## src/rtl/ram_loader_pkg.sv

```systemverilog
// Shared constants for the RAM loader path; RAM_ADDR_BITS must match the
// width used by the attached ram block.
package ram_loader_pkg;

  localparam int unsigned RAM_ADDR_BITS = 13;

endpackage

```

## src/rtl/ram_loader.sv

```systemverilog
// Sequential byte loader/dumper for the single-port ram: streams a load byte
// stream into consecutive addresses, or streams consecutive addresses out.
module ram_loader
  import ram_loader_pkg::*;
#(
  parameter int unsigned ADDR_BITS = RAM_ADDR_BITS
) (
  input  logic                 clk,
  input  logic                 rst,
  input  logic                 cmd_valid,
  output logic                 cmd_ready,
  input  logic                 cmd_dump,
  input  logic [ADDR_BITS-1:0] cmd_base,
  input  logic [ADDR_BITS:0]   cmd_len,
  input  logic                 abort,
  input  logic                 in_valid,
  output logic                 in_ready,
  input  logic [7:0]           in_data,
  output logic                 out_valid,
  input  logic                 out_ready,
  output logic [7:0]           out_data,
  output logic                 busy,
  output logic                 done,
  output logic                 ram_we,
  output logic [ADDR_BITS-1:0] ram_addr,
  output logic [7:0]           ram_di,
  input  logic [7:0]           ram_do
);

  typedef enum logic [2:0] {StIdle, StLoad, StDumpRd, StDumpCap, StDumpOut} state_e;

  state_e               state_q, state_d;
  logic [ADDR_BITS-1:0] ptr_q, ptr_d;
  logic [ADDR_BITS:0]   remaining_q, remaining_d;
  logic [7:0]           out_data_q, out_data_d;
  logic                 out_valid_q, out_valid_d;
  logic                 done_q, done_d;
  logic                 last;

  assign cmd_ready = (state_q == StIdle);
  assign busy      = (state_q != StIdle);
  assign in_ready  = (state_q == StLoad);
  // Abort suppresses the write in the same cycle so no byte lands after a cancel.
  assign ram_we    = (state_q == StLoad) && in_valid && !abort;
  assign ram_di    = ram_we ? in_data : 8'h00;
  assign ram_addr  = ptr_q;
  assign out_data  = out_data_q;
  assign out_valid = out_valid_q;
  assign done      = done_q;
  assign last      = (remaining_q == (ADDR_BITS + 1)'(1));

  always_comb begin
    state_d     = state_q;
    ptr_d       = ptr_q;
    remaining_d = remaining_q;
    out_data_d  = out_data_q;
    out_valid_d = out_valid_q;
    done_d      = 1'b0;
    unique case (state_q)
      StIdle: begin
        if (cmd_valid) begin
          ptr_d       = cmd_base;
          remaining_d = cmd_len;
          if (cmd_len == '0) begin
            done_d = 1'b1;
          end else begin
            state_d = cmd_dump ? StDumpRd : StLoad;
          end
        end
      end
      StLoad: begin
        if (abort) begin
          state_d = StIdle;
        end else if (in_valid) begin
          ptr_d       = ptr_q + ADDR_BITS'(1);
          remaining_d = remaining_q - (ADDR_BITS + 1)'(1);
          if (last) begin
            state_d = StIdle;
            done_d  = 1'b1;
          end
        end
      end
      StDumpRd: begin
        state_d = abort ? StIdle : StDumpCap;
      end
      StDumpCap: begin
        if (abort) begin
          state_d = StIdle;
        end else begin
          out_data_d  = ram_do;
          out_valid_d = 1'b1;
          state_d     = StDumpOut;
        end
      end
      StDumpOut: begin
        if (abort) begin
          out_valid_d = 1'b0;
          state_d     = StIdle;
        end else if (out_ready) begin
          out_valid_d = 1'b0;
          remaining_d = remaining_q - (ADDR_BITS + 1)'(1);
          if (last) begin
            state_d = StIdle;
            done_d  = 1'b1;
          end else begin
            ptr_d   = ptr_q + ADDR_BITS'(1);
            state_d = StDumpRd;
          end
        end
      end
      default: state_d = StIdle;
    endcase
  end

  always_ff @(posedge clk or posedge rst) begin
    if (rst) begin
      state_q     <= StIdle;
      ptr_q       <= '0;
      remaining_q <= '0;
      out_data_q  <= 8'h00;
      out_valid_q <= 1'b0;
      done_q      <= 1'b0;
    end else begin
      state_q     <= state_d;
      ptr_q       <= ptr_d;
      remaining_q <= remaining_d;
      out_data_q  <= out_data_d;
      out_valid_q <= out_valid_d;
      done_q      <= done_d;
    end
  end

endmodule

```

## config.mk

```make
export PLATFORM = sky130hd
export DESIGN_NAME = ram_loader
export DESIGN_NICKNAME = d
export VERILOG_FILES = /design/src/rtl/ram_loader_pkg.sv /design/src/rtl/ram_loader.sv
export SDC_FILE = /design/constraint.sdc
export NUM_CORES = 1
export LEC_CHECK = 0
export CORE_ASPECT_RATIO = 1.5
export CORE_MARGIN = 2
export CORE_UTILIZATION = 41
export CTS_CLUSTER_DIAMETER = 30
export CTS_CLUSTER_SIZE = 28
export DETAILED_ROUTE_END_ITERATION = 10
export GPL_ROUTABILITY_DRIVEN = 1
export PLACE_DENSITY_LB_ADDON = 0.25
export SLEW_MARGIN = 20
export SYNTH_ARGS = -nofsm -noshare
export SYNTH_HDL_FRONTEND = slang
export SYNTH_SLANG_ARGS = --single-unit
```

## constraint.sdc

```tcl
create_clock -name clk -period 2 [get_ports clk]
set_clock_uncertainty 0.1 [all_clocks]
set_input_delay 0.3 -clock clk [delete_from_list [all_inputs] [get_ports clk]]
set_output_delay 0.3 -clock clk [all_outputs]
set_load 0.1 [all_outputs]
```

==> results of run 1 <==
[worst paths after layout]
kind                                       startpoint                          to  depth (start not counted)
min                                               rst  remaining_q[1]$_DFFE_PP0P_                          3
max                        remaining_q[1]$_DFFE_PP0P_     ram_addr[0]$_DFFE_PP0P_                          8
min reg2reg                   out_data[7]$_DFFE_PP0P_     out_data[7]$_DFFE_PP0P_                          1
min in group clk              out_data[7]$_DFFE_PP0P_     out_data[7]$_DFFE_PP0P_                          1
max reg2reg                remaining_q[1]$_DFFE_PP0P_     ram_addr[0]$_DFFE_PP0P_                          8
max in group asynchronous                         rst     ram_addr[1]$_DFFE_PP0P_                          3
[cell usage in the layout (no fill, tap or decap), types with 3 or more instances in the layout]
master	count
buf_4	63
clkdlybuf4s50_1	49
a21oi_1	34
dfrtp_1	30
nand2_1	27
o21ai_0	21
nor2_1	20
buf_12	18
and3_1	10
nand3_1	9
mux2_2	8
dfrtp_2	8
inv_1	7
o22ai_1	7
clkbuf_8	7
o2bb2ai_1	6
nor3_2	4
or3_1	4
nor4_1	4
nand4_1	4
buf_6	4
nand3b_1	3
a22o_1	3
a211oi_1	3
a21o_1	3
nand2b_1	3
a21oi_2	3
[cell families after synthesis]
logic type / count (synthesis) / synth area share (%)
AOI/OAI and AO/OA: 95 / 23.90
and+or+nand+nor: 112 / 24.45
adders and majority gates: 3 / 1.500
muxes: 10 / 4.400
xor gates and xnor gates: 1 / 0.3501
buffers and inverters: 29 / 5.400
DFF: 40 / 40.00
[sequential cells by signal (all words and copies together) (netlist names)]
register	flops
state_q	3
done	1
ram_addr	13
out_valid	1
remaining_q	14
out_data	8
[timing repair]
item | in CTS | in global routing
pin swaps | 1 | 4
setup buffers | 5 | 8
endpoints found under the setup margin | 11 | 21
gates resized for setup | 3 | 21
endpoints found under the hold margin | 0 | 0
[where the power goes]
part / internal, uW / switching [uW] / leakage (uW)
Clock: 441 / 307 / 0.0000645
Sequential: 1220 / 403 / 0.000461
Combinational: 1950 / 3640 / 0.00128
Total: 3610 / 4350 / 0.00180
[layer usage]
| metal | up-vias | global-route usage [%] | share of wire [%] |
|---|---|---|---|
| met2 | 99 | 40.35 | 54 |
| li1 | 1308 | - | - |
| met5 | - | 0 | 0 |
| met1 | 1266 | 24.44 | 38 |
| met3 | 12 | 4.412 | 5.3 |
| met4 | 0 | 7.385 | 1.9 |
[cell type report]
type	instances	share of cell area (%)
Multi-Input combinational cell	221	35.64
Timing Repair Buffer	134	33.35
Sequential cell	40	24.82
Clock buffer	7	2.348
Tap cell	72	2.195
Inverter	9	0.9146
Clock inverter	1	0.7317
[tightest hold or removal path, cell delays in order]
cell and delay, ns:
clkdlybuf4s50_1 0.40, inv_1 0.05, buf_4 0.43
[stage by stage]
step	utilization [%]	TNS, ns
2_1_floorplan	-	0
3_3_place_gp	64.28	-0.4024
3_5_place_dp	64.28	-0.4293
4_1_cts	67.16	-0.03106
5_1_grt	69.91	-2.092
6_report	69.91	-0.4011
==> results.py, run 1 <==
metrics = {
    "routing": {
        "drt_iter0_drc": 141,
        "routed_wl_um": 7468,
        "viasPerCell": 5.548,
        "ant_nets": 0,
        "route.detailed.drc": 0,
        "drt_first_pass_iters": 5,
        "routedWlPerCell_um": 15.43,
        "vias": 2685,
    },
    "power_and_ir_drop": {
        "ir_drop_v": 0.001195,
        "power_uw": 7957,
        "p_leak_uw": 0.001805,
        "power.density_nw_per_um2": 1939,
    },
    "placed_design": {
        "place_inst": 463,
        "io_buffers": 84,
        "gp_congestion": 0.8512,
        "dp_hpwl_um": 5215,
        "placed_area_um2": 3774,
        "pre_cts_ws_ns": -0.1382,
    },
    "global_route": {
        "overflow": 0,
        "grt_pass1_wl_um": 11470,
        "grt_max_degree": 41,
        "first_global_vias": 2563,
        "grt_use_total_pct": 22.00,
        "antenna_found_initial": 0,
    },
    "clock_network": {
        "cts_max_level": 2,
        "tritoncts": "done",
        "path_clk_slew_ns": 0.08,
        "cts_root_buf": "clkbuf_8",
        "clock_latency_ns": 0.31,
        "cts_hold_buf": 0,
        "cts_made_buffers": 5,
        "clockBufferDepth": 2,
        "clock_sinks": 40,
    },
    "sta": {
        "min_period_ns": 2.057,
        "fmaxAchievable_ghz": 0.4862,
        "setup_viol": 10,
        "slew_headroom_pct": 65.60,
        "rsz0062_at_grt": "true",
        "whs_ns": 0.3114,
        "finalCritPeriodShare_pct": 102.8,
        "worst_pin_slew_ns": 0.5160,
        "finalWorstSetupSlack_ns": -0.05683,
        "hold_violations": 0,
        "maxSlewViolCount": 0,
    },
    "logic_synthesis": {
        "yosys_warnings": 0,
        "yosysMostFrequentCell": "dfrtp_1",
        "synth_cell_types": 54,
        "avgSynthCellArea_um2": 8.629,
        "synth_top_area_share_pct": 40.00,
        "synth_edf_count": 0,
        "synth_top_area_cell": "dfrtp_1",
        "synth_common_cells": "dfrtp_1 (40), a21oi_1 (37), nand2_1 (27)",
        "async_flop_share_pct": 100.0,
        "synthesis.nets": 343,
        "ys.flop_type": "dfrtp_1",
        "ys_seq_area_share_pct": 40.00,
        "synth.area.top_cells": "dfrtp_1 (40%), a21oi_1 (7.4%), o21ai_0 (4.2%)",
        "ys_ff_latch": 40,
        "syn_inst": 290,
        "netlist_area_um2": 2502,
    },
    "worst_hold_path": {
        "hp-class": "in2async",
    },
    "setup_path": {
        "path_buf_inv": 2,
        "crit_fanout": 21,
        "cpMaxStageDelayCell": "or4b_4",
        "crit_path_end_kind": "flip-flop",
        "worst_path_dominant_cell_family": "simple AND/OR/NAND/NOR gates",
        "worst-endpoint-required_ns": 2.10,
        "critPathArrivalTime_ns": 2.16,
        "cp-start-kind": "flip-flop",
        "critPathKind": "reg2reg",
        "r2r_setup_slack_ns": -0.06,
        "critical_path.cell_chain": "inv_2 -> ha_4 -> or4b_4 -> nor4_4 -> a22oi_4 -> buf_12 -> mux2i_1 -> nand2_1",
        "slowest_delay_ns": 0.46,
    },
    "run": {
        "drv_cap": 0,
    },
    "floorplan": {
        "fp-row-count": 34,
        "die_w_um": 67.79,
        "die_h_um": 99.68,
        "die_area_um2": 6757,
        "start_util_pct": 42.63,
        "core_um2": 5871,
        "pin_count": 85,
    },
    "final_layout": {
        "layout-drive-gt1-share_pct": 33.50,
        "seq_area_um2": 1018,
        "nNetsFinal": 464,
        "multi_input_area_um2": 1463,
        "antenna_cells": 0,
        "final_area_um2": 4104,
        "final_cells": 484,
        "nFillCells": 471,
        "area_growth_pct": 64.00,
    },
    "status": {
        "status": "complete, but fails checks",
        "violations": "negative setup slack",
    },
}
(Power assumes the default switching activity.)
==> run 2: changes to the inputs <==
Settings changed: CORE_MARGIN 2 to default.
==> results.py, run 2 (synthesized netlist as in run 1, its figures left out) <==
metrics = {
    "status": {
        "status": "complete, but fails checks",
        "violations": "negative setup slack",
    },
    "sta": {
        "worst_pin_slew_ns": 0.4613,
        "setup_viol": 2,
        "rsz0062_at_grt": "true",
        "finalWorstSetupSlack_ns": -0.03477,
        "whs_ns": 0.2521,
        "finalCritPeriodShare_pct": 101.7,
        "min_period_ns": 2.035,
        "setup_tns_ns": -0.04214,
        "hold_violations": 0,
        "maxSlewViolCount": 0,
        "slew_headroom_pct": 68.96,
        "fmaxAchievable_ghz": 0.4915,
    },
    "global_route": {
        "overflow": 0,
        "grt_max_degree": 41,
        "grt_use_total_pct": 23.49,
        "first_global_vias": 2626,
        "grt_pass1_wl_um": 11840,
        "antenna_found_initial": 0,
    },
    "final_layout": {
        "final_area_um2": 4139,
        "seq_area_um2": 1018,
        "largest-register": "remaining_q",
        "nFillCells": 446,
        "antenna_cells": 0,
        "largest_reg_flops": 14,
        "multi_input_area_um2": 1525,
        "area_growth_pct": 65.40,
        "nNetsFinal": 464,
        "layout-drive-gt1-share_pct": 37.86,
        "layout_commonest_cell": "buf_4",
        "mostFrequentLayoutCells": "buf_4 (59), clkdlybuf4s50_1 (49), dfrtp_1 (30), a21oi_1 (28), nand2_1 (26)",
    },
    "setup_path": {
        "cp-start-kind": "flip-flop",
        "timing.reg2reg.worst_path_depth": 8,
        "critPathKind": "reg2reg",
        "worst-endpoint-required_ns": 2.12,
        "critPathArrivalTime_ns": 2.15,
        "crit_fanout": 5,
        "crit_path_end_kind": "flip-flop",
    },
    "clock_network": {
        "tritoncts": "done",
        "clockBufferDepth": 2,
        "clock_sinks": 40,
        "cts_hold_buf": 0,
        "path_clk_slew_ns": 0.08,
        "clock_latency_ns": 0.30,
        "cts_root_buf": "clkbuf_8",
        "cts_made_buffers": 5,
        "cts_max_level": 2,
    },
    "placed_design": {
        "dp_hpwl_um": 5265,
        "io_buffers": 84,
        "placed_area_um2": 3726,
        "gp_congestion": 0.9241,
    },
    "floorplan": {
        "pin_count": 85,
        "core_um2": 5828,
        "die_h_um": 97.68,
        "start_util_pct": 42.94,
        "die_area_um2": 6426,
        "fp-row-count": 34,
        "die_w_um": 65.79,
    },
    "routing": {
        "drt_first_pass_iters": 4,
        "viasPerCell": 5.690,
        "route.detailed.drc": 0,
        "routedWlPerCell_um": 15.89,
        "drt_iter0_drc": 122,
        "vias": 2754,
        "routed_wl_um": 7693,
        "ant_nets": 0,
    },
    "run": {
        "drv_cap": 0,
    },
    "worst_hold_path": {
        "hp-class": "in2async",
    },
}
-- run 2: final timing paths --
path | slack [ns] | from | to
min | 0.25 | rst | out_valid$_DFFE_PP0P_
min reg2reg | 0.42 | out_data[4]$_DFFE_PP0P_ | out_data[4]$_DFFE_PP0P_
max | -0.03 | remaining_q[1]$_DFFE_PP0P_ | ram_addr[9]$_DFFE_PP0P_
min in group clk | 0.42 | out_data[4]$_DFFE_PP0P_ | out_data[4]$_DFFE_PP0P_
max in group asynchronous | 1.32 | rst | ram_addr[1]$_DFFE_PP0P_
max reg2reg | -0.03 | remaining_q[1]$_DFFE_PP0P_ | ram_addr[9]$_DFFE_PP0P_
-- run 2: area by class of cell --
cell class / count / share of cell area (%)
clock inverter: 2 / 0.8464
sequential: 40 / 24.61
multi-input combinational: 221 / 36.85
tap: 72 / 2.177
timing repair buffer: 134 / 32.86
clock buffer: 6 / 1.753
inverter: 9 / 0.9069
-- run 2: what timing repair did --
| action | CTS | global route |
|---|---|---|
| hold endpoints to repair | 0 | 0 |
| resized for setup | 7 | 46 |
| buffers inserted | 6 | 7 |
| setup endpoints to repair | 11 | 34 |
| gates cloned | 1 | 2 |
| pin swaps | 0 | 11 |
-- run 2: per-layer routing --
layer | global-route usage, % | routed length [um] | vias to the layer above
met5 | 0 | 0 | -
met4 | 12.04 | 275 | 0
met3 | 3.873 | 337 | 27
met2 | 40.82 | 4158 | 105
met1 | 26.57 | 2921 | 1315
li1 | - | - | 1307
-- run 2: metrics by stage --
step / utilization, % / setup slack [ns] / cells
final: 71.02 / -0.03477 / 484
after global routing: 71.02 / -0.1190 / 484
after CTS: 67.02 / 0.003730 / 475
after detailed placement: 63.93 / -0.02393 / 460
after global placement: 63.93 / 0.004479 / 460
after floorplan: - / 0.005753 / 290
-- run 2: critical path, stage by stage (launching register included) --
cell	delay (ns)
dfrtp_1	0.40
inv_2	0.08
ha_4	0.11
or4b_4	0.46
nor4_4	0.23
a22oi_4	0.13
buf_6	0.16
and3_4	0.14
nor3_2	0.14
Power of run 2 is left out: the tool's default activity adds up to more than one toggle a clock period on the data nets, which glitch-free logic cannot reach.
==> run 3: changes to the inputs <==
Settings changed: TNS_END_PERCENT from default to 10.
==> results.py, run 3 (synthesized netlist as in run 1, its figures left out) <==
metrics = {
    "status": {
        "status": "complete, but fails checks",
        "violations": "negative setup slack",
    },
    "global_route": {
        "use_met2_pct": 43.88,
        "overflow": 0,
        "grtUsageMet3_pct": 2.817,
        "grt.busiest_layer": "met2",
        "antenna_found_initial": 0,
        "grtUsageMet1_pct": 26.06,
        "grt_pass1_wl_um": 11920,
        "grt_max_degree": 41,
        "grt_use_total_pct": 23.57,
        "first_global_vias": 2669,
    },
    "clock_network": {
        "cts_root_buf": "clkbuf_8",
        "cts_max_level": 2,
        "clock_sinks": 40,
        "path_clk_slew_ns": 0.08,
        "clock_latency_ns": 0.30,
        "tritoncts": "done",
        "clockBufferDepth": 2,
        "cts_hold_buf": 0,
        "cts_made_buffers": 5,
    },
    "routing": {
        "viasPerCell": 5.655,
        "routed_wl_um": 7201,
        "ant_nets": 0,
        "vias": 2658,
        "route.detailed.drc": 0,
        "drt_first_pass_iters": 4,
        "routedWlPerCell_um": 15.32,
        "drt_iter0_drc": 120,
    },
    "sta": {
        "finalWorstSetupSlack_ns": -0.04102,
        "worst_pin_slew_ns": 0.4313,
        "setup_tns_ns": -0.04102,
        "finalCritPeriodShare_pct": 102.1,
        "min_period_ns": 2.041,
        "hold_violations": 0,
        "maxSlewViolCount": 0,
        "rsz0062_at_grt": "true",
        "slew_headroom_pct": 70.98,
        "fmaxAchievable_ghz": 0.4900,
        "setup_viol": 1,
    },
    "setup_path": {
        "critPathArrivalTime_ns": 2.16,
        "cp-start-kind": "flip-flop",
        "critical_path.cell_chain": "inv_2 -> ha_1 -> or4b_4 -> nor4_4 -> a22oi_4 -> buf_12 -> and3_4 -> nor3_2",
        "cpMaxStageDelayCell": "or4b_4",
        "crit_path_end_kind": "flip-flop",
        "worst-endpoint-required_ns": 2.12,
        "slowest_delay_ns": 0.46,
        "crit_path_start": "remaining_q[1]$_DFFE_PP0P_",
        "critPathKind": "reg2reg",
        "crit_fanout": 24,
        "r2r_start": "remaining_q[1]$_DFFE_PP0P_",
    },
    "final_layout": {
        "nNetsFinal": 450,
        "antenna_cells": 0,
        "area_growth_pct": 56.65,
        "mostFrequentLayoutCells": "buf_4 (51), clkdlybuf4s50_1 (49), dfrtp_1 (38), a21oi_1 (37), nand2_1 (27)",
        "largest-register": "remaining_q",
        "largest_reg_flops": 14,
        "layout_commonest_cell": "buf_4",
        "layout-drive-gt1-share_pct": 29.90,
    },
    "placed_design": {
        "io_buffers": 84,
        "pre_cts_ws_ns": -0.06364,
        "dp_hpwl_um": 5218,
        "gp_congestion": 0.8687,
    },
    "floorplan": {
        "die_w_um": 65.79,
        "die_h_um": 97.68,
        "start_util_pct": 42.94,
        "die_area_um2": 6426,
        "core_um2": 5828,
        "fp-row-count": 34,
        "pin_count": 85,
    },
    "worst_hold_path": {
        "hp-class": "in2async",
    },
    "run": {
        "drv_cap": 0,
    },
}
run 3: cell types whose count changed in the layout (fill, tap and decap cells not counted), sizes merged:
cell / previous run / this run
buf: 85 / 71
bufinv: 1 / 0
clkinvlp: 1 / 2
run 3: through the flow:
step / area, um2 / utilization (%) / hold slack (ns) / cells
6_report: 3920 / 67.26 / 0.1986 / 470
5_1_grt: 3920 / 67.26 / 0.2108 / 470
4_1_cts: 3875 / 66.49 / 0.1958 / 469
3_5_place_dp: 3734 / 64.06 / 0.3888 / 461
3_3_place_gp: 3734 / 64.06 / 0.3906 / 461
2_1_floorplan: 2514 / - / 0.3290 / 290
run 3: final cells by class:
class | instances | area (um2)
clock buffers | 6 | 72.57
fillers | 464 | 1908
repair buffers | 120 | 1247
inverters | 9 | 37.54
clock inverters | 2 | 12.51
multi-input cells | 221 | 1456
well taps | 72 | 90.09
flip-flops and latches | 40 | 1003
run 3: path summary, 6_finish.rpt:
check | slack, ns | cells after the start | end
worst max-delay path | -0.04 | 8 | ram_addr[9]$_DFFE_PP0P_
worst min-delay path | 0.20 | 3 | out_data[2]$_DFFE_PP0P_
worst max register to register | -0.04 | 8 | ram_addr[9]$_DFFE_PP0P_
worst min register to register | 0.40 | 2 | remaining_q[11]$_DFFE_PP0P_
max in group asynchronous | 1.17 | 3 | ram_addr[0]$_DFFE_PP0P_
min in group clk | 0.40 | 2 | remaining_q[11]$_DFFE_PP0P_
run 3: what timing repair did:
action / 4_1_cts / 5_1_grt
endpoints found under the setup margin: 14 / 31
pin swaps: 2 / 7
buffers inserted: 0 / 1
resized for setup: 14 / 9
gates cloned: 0 / 0
run 3: worst max-delay path: cells and delay by family, from the launching register on:
| kind | cells | cell delay [ns] |
|---|---|---|
| flops | 1 | 0.40 |
| buf+inv | 2 | 0.25 |
| simple gates | 4 | 0.99 |
| compound gates | 1 | 0.10 |
| fa+ha+maj | 1 | 0.13 |
run 3: routing by layer:
layer	wire length [um]	share of wire, %
met4	129	1.8
met3	266	3.7
met1	2730	38
met2	4074	57
met5	0	0
Power of run 3 is left out for the same reason.
